==> config.mk <==
export PLATFORM = sky130hd
export DESIGN_NAME = wptr_ctrl
export DESIGN_NICKNAME = d
export VERILOG_FILES = /design/src/rtl/wptr_ctrl.sv
export SDC_FILE = /design/constraint.sdc
export NUM_CORES = 1
export LEC_CHECK = 0
export CORE_ASPECT_RATIO = 1.1
export CORE_MARGIN = 2
export CORE_UTILIZATION = 45
export DETAILED_ROUTE_END_ITERATION = 8
export GPL_TIMING_DRIVEN = 0
export PLACE_DENSITY = 0.76
export SLEW_MARGIN = 40
export SYNTH_ARGS = -nofsm -noshare
export SYNTH_HDL_FRONTEND = slang
export SYNTH_SLANG_ARGS = --single-unit
export TNS_END_PERCENT = 10
==> constraint.sdc <==
create_clock -name wclk -period 4.2 [get_ports wclk]
set_input_delay 0.63 -clock wclk [delete_from_list [all_inputs] [get_ports wclk]]
set_output_delay 0.63 -clock wclk [all_outputs]
set_load 0.1 [all_outputs]
==> src/rtl/wptr_ctrl.sv <==
// Write-side pointer controller for the async FIFO: binary/Gray write pointers, full, level, sticky overflow.
// Latency: we to pointer/flag update 1 wclk; wr_en_mem is combinational. Optional almost_full via WPTR_ALMOST_FULL_EN.
module wptr_ctrl #(
    parameter int PTR_WIDTH = 4,
    parameter int AF_MARGIN = 2
) (
    input  logic                 wclk,
    input  logic                 w_rstn,
    input  logic                 we,
    input  logic [PTR_WIDTH:0]   g_rptr_s,
    input  logic                 ovf_clr,
    output logic [PTR_WIDTH:0]   b_wptr,
    output logic [PTR_WIDTH:0]   g_wptr,
    output logic                 wr_en_mem,
    output logic                 full,
    output logic [PTR_WIDTH:0]   level,
    output logic                 overflow,
    output logic                 almost_full
);

    // Inverting the top two Gray bits of the read pointer gives the write pointer value at full.
    localparam logic [PTR_WIDTH:0] FULL_MASK = (PTR_WIDTH+1)'(3) << (PTR_WIDTH-1);

    logic [PTR_WIDTH:0] b_wptr_next;
    logic [PTR_WIDTH:0] g_wptr_next;
    logic [PTR_WIDTH:0] b_rptr_s;
    logic [PTR_WIDTH:0] level_next;

    assign wr_en_mem   = we & ~full & w_rstn;
    assign b_wptr_next = b_wptr + {{PTR_WIDTH{1'b0}}, wr_en_mem};
    assign g_wptr_next = (b_wptr_next >> 1) ^ b_wptr_next;
    assign level_next  = b_wptr_next - b_rptr_s;

    for (genvar i = 0; i <= PTR_WIDTH; i++) begin : g_gray2bin
        assign b_rptr_s[i] = ^g_rptr_s[PTR_WIDTH:i];
    end

    always_ff @(posedge wclk or negedge w_rstn) begin
        if (!w_rstn) begin
            b_wptr   <= '0;
            g_wptr   <= '0;
            full     <= 1'b0;
            level    <= '0;
            overflow <= 1'b0;
        end else begin
            b_wptr <= b_wptr_next;
            g_wptr <= g_wptr_next;
            full   <= (g_wptr_next == (g_rptr_s ^ FULL_MASK));
            level  <= level_next;
            if (we && full)
                overflow <= 1'b1;
            else if (ovf_clr)
                overflow <= 1'b0;
        end
    end

`ifdef WPTR_ALMOST_FULL_EN
    localparam logic [PTR_WIDTH:0] DEPTH  = (PTR_WIDTH+1)'(1) << PTR_WIDTH;
    localparam logic [PTR_WIDTH:0] AF_THR = (PTR_WIDTH+1)'(AF_MARGIN);

    logic [PTR_WIDTH:0] free_next;
    assign free_next = DEPTH - level_next;

    always_ff @(posedge wclk or negedge w_rstn) begin
        if (!w_rstn)
            almost_full <= 1'b0;
        else
            almost_full <= (free_next <= AF_THR);
    end
`else
    // Feature disabled: constant 0, the margin has no effect in this build.
    assign almost_full = 1'b0 & (AF_MARGIN > 0);
`endif

endmodule

== Word level (Yosys, flattened, before mapping) ==
Cells that the tools add are included.

* Reduce and logical (&&, ||, !) cells: 6
* Add/subtract/negate cells: 2
* Eq/ne operators: 1
* Bitwise gates (word level): 5
* Multiplexer cells: 2

{| class="wikitable"
|+ Operators by type and width
! cell !! count
|-
| adder 5 x 1 -> 5 bit || 1
|-
| == test 5 bit || 1
|-
| XOR reduction 5 bit || 1
|-
| subtractor 5 bit || 1
|-
| bitwise XOR 4 x 5 -> 5 bit || 1
|-
| XOR reduction 4 bit || 1
|-
| XOR reduction 3 bit || 1
|-
| AND 1 bit || 2
|-
| two-way mux 1 bit || 2
|-
| inverter 2 bit || 1
|-
| nonzero test 2 bit || 1
|-
| XOR reduction 2 bit || 1
|-
| logical AND 1 bit || 1
|-
| inverter 1 bit || 1
|}

* Register bits after elaboration: 17
* Input port bits: 9

== Depth between registers and ports, before layout ==
Gate-level depths: netlist of the first run.

* Depth after elaboration: 6
* Gate-level depth with buffers: 9
* Depth with buffers taken out: 9

== Worst setup path before layout of the first run ==
OpenSTA, ideal clock, no wires.

* Path kind: reg2reg
* From: register full
* To: register level[3]
* Period minus slack after synthesis: 3,543 ps
* Cell stages (with the launch flop): 9
* Slack: 657 ps
* Setup time: 131 ps
* Path buffers: 0
* Data required time: 4,069 ps
* Arrival time: 3,412 ps
* Cell sequence: dfrtp_1 > and3b_1 > ha_1 > ha_1 > xnor2_4 > inv_1 > ha_1 > a221oi_1 > xnor2_1

* Word-level cells in the longest chain between the ends: 5

{| class="wikitable"
|+ RTL lines
! element !! line !! text
|-
| from (decl) || 15 || <nowiki>output logic full,</nowiki>
|-
| from (signal assigned) || 48 || <nowiki>full <= (g_wptr_next == (g_rptr_s ^ FULL_MASK));</nowiki>
|-
| inverter 1 bit || 29 || <nowiki>assign wr_en_mem = we & ~full & w_rstn;</nowiki>
|-
| AND 1 bit (2 in series) || 29 ||
|-
| via wr_en_mem || 14 || <nowiki>output logic wr_en_mem,</nowiki>
|-
| adder 5 x 1 -> 5 bit || 30 || <nowiki>assign b_wptr_next = b_wptr + {{PTR_WIDTH{1'b0}}, wr_en_mem};</nowiki>
|-
| via b_wptr_next[2] || 24 || <nowiki>logic [PTR_WIDTH:0] b_wptr_next;</nowiki>
|-
| subtractor 5 bit || 32 || <nowiki>assign level_next = b_wptr_next - b_rptr_s;</nowiki>
|-
| via level_next[3] || 27 || <nowiki>logic [PTR_WIDTH:0] level_next;</nowiki>
|-
| to (signal assigned) || 49 || <nowiki>level <= level_next;</nowiki>
|-
| to (decl) || 16 || <nowiki>output logic [PTR_WIDTH:0] level,</nowiki>
|}

The timed path passes the listed nets, and every way through them passes these cells.
A chain may end at the register's enable or synchronous reset.

== Worst setup path after layout of the first run ==
* From: input g_rptr_s[3]
* To: register level[4]

* Word-level cells in the longest chain between the ends: 2

{| class="wikitable"
|+ RTL lines
! element !! line !! text
|-
| from (decl) || 10 || <nowiki>input logic [PTR_WIDTH:0] g_rptr_s,</nowiki>
|-
| XOR reduction 5 bit (tied with other cells) || 35 || <nowiki>assign b_rptr_s[i] = ^g_rptr_s[PTR_WIDTH:i];</nowiki>
|-
| subtractor 5 bit (*) || 32 ||
|-
| via level_next[4] || 27 ||
|}

Mark *: on every way through the listed nets, which the timed path passes. The rest lies on a longest branch.

==> reports/results.tsv, run 1 <==
stage	metric	value	unit
timing	minimum clock period after layout	3.19	ns
status	status	finished, final reports clean	
timing	Setup violations, final	0	
synthesis	Synth top area share	0.415	
timing	RSZ-0062 raised after global routing	no	
route	DRC	0	
clocking	Max Root-Sink Buffers	2	
clocking	CTS H-tree lvls	1	
clocking	worst-skew pair later-pin latency	0.29	ns
synthesis	top cells by count, synth	16 x dfrtp_1, 10 x xnor2_1, 9 x inv_1, 9 x xor2_1, 5 x ha_1	
route	Pre-Repair DR Iteration Count	4	
critical_path	startpoint type of the worst setup path	input pin	
route	routed vias/inst	5.01	
synthesis	Syn Inst Count	81	
worst_hold_path	worst hold path type	in2async	
synthesis	leading area contributor after synthesis	dfrtp_1	
critical_path	CP max FO	5	
critical_path	Worst setup EP type	flip-flop	
clocking	post-cts resize count	0	
global_routing	first-pass GRT wire length	2.59	mm
timing	Fin Hold WS	0.229	ns
timing	clk_skew	0.00187	ns
synthesis	post-synth cell types	29	
floorplanning	Die Y	52.6	µm
clocking	# clock sinks	16	
floorplanning	die width	48.1	µm
critical_path	Setup CP Type	in2reg	
synthesis	Area contributors post-synth	dfrtp_1 42%, xnor2_1 9.1%, xor2_1 8.2%	
synthesis	top_reg_cell synth	dfrtp_1	
route	drt total wl	1.68	mm
synthesis	top-count cell post-synth	dfrtp_1	
finish	final core area utilization	0.594	
timing	Setup TNS	0	ns
synthesis	fraction of registers with async set/reset	1.00	
global_routing	largest net degree at the start of global routing	18	
floorplanning	die area	0.00253	mm²
synthesis	sequential area share after synthesis	0.415	
synthesis	Syn Std Cell Area	965	µm²
clocking	Clock transition at path regs	0.10	ns
timing	Final Hold Fails	0	
floorplanning	Starting Density	0.477	
synthesis	Syn Area/Cell	11.9	µm²
floorplanning	area of the core	0.00202	mm²
floorplanning	Rows	17	
clocking	CTS tree	done	
clocking	post-CTS setup buffer count	0	
clocking	Root Driver	clkbuf_4	
route	Post-DRT Antenna Nets	0	
finish	Layout area overhead	24.5	%
place	port bufs	26	
timing	fin crit share	0.759	
critical_path	WP data arrival	3.40	ns
finish	Final #Nets	127	
run	max-cap violations	0	
global_routing	initial antenna violation count	0	
synthesis	Yosys Warn Count	0	
place	DP HPWL	1.34	mm
global_routing	total gr overflow	0	
route	wire per inst	12.1	µm
global_routing	All-Layer GR Usage	0.157	
synthesis	FF+latch count, synth	16	
floorplanning	IO Pins	28	
timing	Pins Over Slew Limit	0	
route	initial DRC count	5	
clocking	cts hold-fix bufs	0	
synthesis	EDFF count, synth	0	
critical_path	CP Data Required Time	4.42	ns
global_routing	vias in the first global route	626	
finish	Diodes inserted	0	
timing	Max Fclk	314	MHz
finish	layout cells sized above 1	0.279	
place	GPL Wtd Cong	0.722	
synthesis	Post-Syn Nets	96	
route	Vias	697	
clocking	CTS Buf Count	3	
-- cell usage in the layout (no fill, tap or decap), types with 2 or more instances in the layout --
cell type	Yosys	routed
a221oi_1	2	2
and3_2	2	2
buf_2	0	19
buf_4	2	2
clkbuf_4	0	3
clkdlybuf4s50_1	0	7
dfrtp_1	16	16
ha_1	5	5
inv_1	9	9
nand2_1	3	3
nand3_1	2	2
o21ai_0	2	2
xnor2_1	10	10
xnor3_1	2	2
xor2_1	9	9
-- worst paths after layout --
kind,startpoint,end,slack (ns),depth (start not counted)
min in group wclk,full,overflow,0.52,2
worst min-delay path,w_rstn,overflow,0.23,1
worst max register to register,full,level[3],1.72,8
max in group asynchronous,w_rstn,b_wptr[2],3.72,1
worst max-delay path,g_rptr_s[3],level[4],1.01,10
worst min register to register,full,overflow,0.52,2
-- registers in the layout, indices dropped and copies added (netlist names) --
signal,flops
level,5
g_wptr,4
b_wptr,5
full,1
overflow,1
-- layer usage --
layer,routed length [µm],share of wire,vias up,track usage
met5,0,0,-,0
met4,54,0.032,0,0.131
met3,69,0.041,5,0.0345
met2,888,0.53,23,0.257
met1,670,0.40,338,0.160
li1,-,-,331,-
-- worst max-delay path: stages --
cell and delay [ns]:
clkdlybuf4s50_1 0.58, xnor3_2 0.52, xor2_1 0.30, xnor2_1 0.16
ha_1 0.22, fa_1 0.25, inv_1 0.07, and3_2 0.17
o32a_1 0.32, o22ai_1 0.17
-- kinds of logic after synthesis --
logic type | synth area share
simple gates | 0.0752
other cells | 0.00389
flops | 0.415
buf+inv | 0.0545
fa+ha+maj | 0.0856
xor+xnor | 0.272
compound gates | 0.0934
-- area by class of cell --
class	count	area [µm²]
buffer	3	18.8
clock buffer	4	36.3
fill	177	820
inverter	9	33.8
multi-input combinational	53	512
sequential	16	400
tap	28	35.0
timing repair buffer	26	165
-- per-stage QoR --
stage | area (µm²) | std cells | setup WS, ns
after floorplan | 965 | 81 | 0.657
after global placement | 1260 | 135 | 0.427
after detailed placement | 1170 | 135 | 0.355
after CTS | 1210 | 139 | 0.667
after global routing | 1200 | 139 | 0.917
final | 1200 | 139 | 1.01
Power of run 1 is not shown: default switching activity piles up to over one toggle a cycle in this logic, so the estimate is an artifact.
==> run 2, diff against run 1 <==
Clock period 4.2 ns to 3.23 ns, I/O delays scaled along.
==> reports/results.tsv, run 2 (synthesized netlist as in run 1, its figures left out) <==
stage	metric	value	unit
clocking	# clock sinks	16	
clocking	Root Driver	clkbuf_4	
critical_path	CP max FO	5	
route	drt total wl	1.78	mm
finish	Final #Nets	127	
finish	Layout area overhead	24.6	%
timing	Setup violations, final	0	
timing	setup ws final	0.164	ns
route	Vias	681	
finish	fill count	181	
timing	clk_skew	0.00578	ns
critical_path	startpoint type of the worst setup path	input pin	
timing	Pins Over Slew Limit	0	
timing	Final Hold Fails	0	
route	Pre-Repair DR Iteration Count	3	
critical_path	Setup CP Type	in2reg	
finish	Diodes inserted	0	
timing	minimum clock period after layout	3.07	ns
critical_path	WP data arrival	3.28	ns
finish	largest registers	b_wptr (5), level (5), g_wptr (4)	
floorplanning	die area	0.00253	mm²
route	wire per inst	12.8	µm
floorplanning	area of the core	0.00202	mm²
worst_hold_path	worst hold path type	in2async	
finish	most common cell after layout, fill and taps aside	buf_2	
status	status	finished, final reports clean	
global_routing	first-pass GRT wire length	2.84	mm
floorplanning	Starting Density	0.477	
global_routing	total gr overflow	0	
place	Post-Place Setup Slack	-0.480	ns
floorplanning	Die Y	52.6	µm
timing	RSZ-0062 raised after global routing	no	
timing	fin crit share	0.949	
route	DRC	0	
clocking	cts hold-fix bufs	0	
route	routed vias/inst	4.90	
finish	non-filler instance count after layout	139	
place	GPL Wtd Cong	0.717	
global_routing	All-Layer GR Usage	0.174	
clocking	CTS Buf Count	3	
finish	layout cells sized above 1	0.288	
clocking	Clock transition at path regs	0.09	ns
global_routing	vias in the first global route	663	
clocking	post-CTS setup buffer count	0	
route	Post-DRT Antenna Nets	0	
floorplanning	die width	48.1	µm
global_routing	initial antenna violation count	0	
place	DP HPWL	1.40	mm
timing	Max Fclk	326	MHz
clocking	CTS H-tree lvls	1	
finish	most frequent cells in the layout	18 x buf_2, 16 x dfrtp_1, 10 x xnor2_1	
route	initial DRC count	5	
place	placed insts	135	
clocking	CTS tree	done	
clocking	Max Root-Sink Buffers	2	
floorplanning	Rows	17	
run	max-cap violations	0	
critical_path	CP Data Required Time	3.44	ns
global_routing	largest net degree at the start of global routing	18	
critical_path	Worst setup EP type	flip-flop	
clocking	worst-skew pair later-pin latency	0.29	ns
floorplanning	IO Pins	28	
place	port bufs	26	
run 2: repair_timing:
item | in CTS | in global routing
setup endpoints to repair | 3 | 1
cloned | 0 | 0
gates resized for setup | 1 | 2
run 2: final cells by class:
type / instances / area [µm²] / area share
plain buffers: 3 / 18.8 / 0.0156
clock buffers: 4 / 36.3 / 0.0302
inverters: 9 / 33.8 / 0.0281
multi-input cells: 53 / 513 / 0.427
flip-flops and latches: 16 / 400 / 0.333
well taps: 28 / 35.0 / 0.0291
repair buffers: 26 / 165 / 0.137
run 2: final timing paths:
check                       startpoint         to  slack, ns  cells past startpoint
min                             w_rstn  b_wptr[2]       0.10                      1
max reg2reg                       full   level[3]       0.75                      8
max                        g_rptr_s[3]   level[4]       0.16                     10
min reg2reg                       full   overflow       0.53                      2
max in group asynchronous       w_rstn       full       2.84                      1
min in group wclk                 full   overflow       0.53                      2
run 2: per-layer routing:
metal	share of wire	wire length [µm]	global-route usage
met5	0	0	0
met4	0.035	63	0.135
met3	0.038	68	0.0310
met2	0.54	964	0.307
met1	0.38	680	0.166
run 2: worst max-delay path, cell delays in order:
cell and delay, ns:
clkdlybuf4s50_1 0.58, xnor3_2 0.53, xor2_1 0.30, xnor2_1 0.17, ha_1 0.23, fa_1 0.26
inv_1 0.07, and3_2 0.17, o32a_1 0.32, o22ai_1 0.17
run 2: per-stage QoR:
stage	util	instance area (µm²)	TNS [ns]	hold slack, ns
after floorplan	-	966	0	0.189
after global placement	0.624	1260	-1.42	0.491
after detailed placement	0.580	1170	-1.46	0.525
after CTS	0.597	1210	0	0.362
after global routing	0.595	1200	0	0.115
final	0.595	1200	0	0.104
Power of run 2 is left out for the same reason.
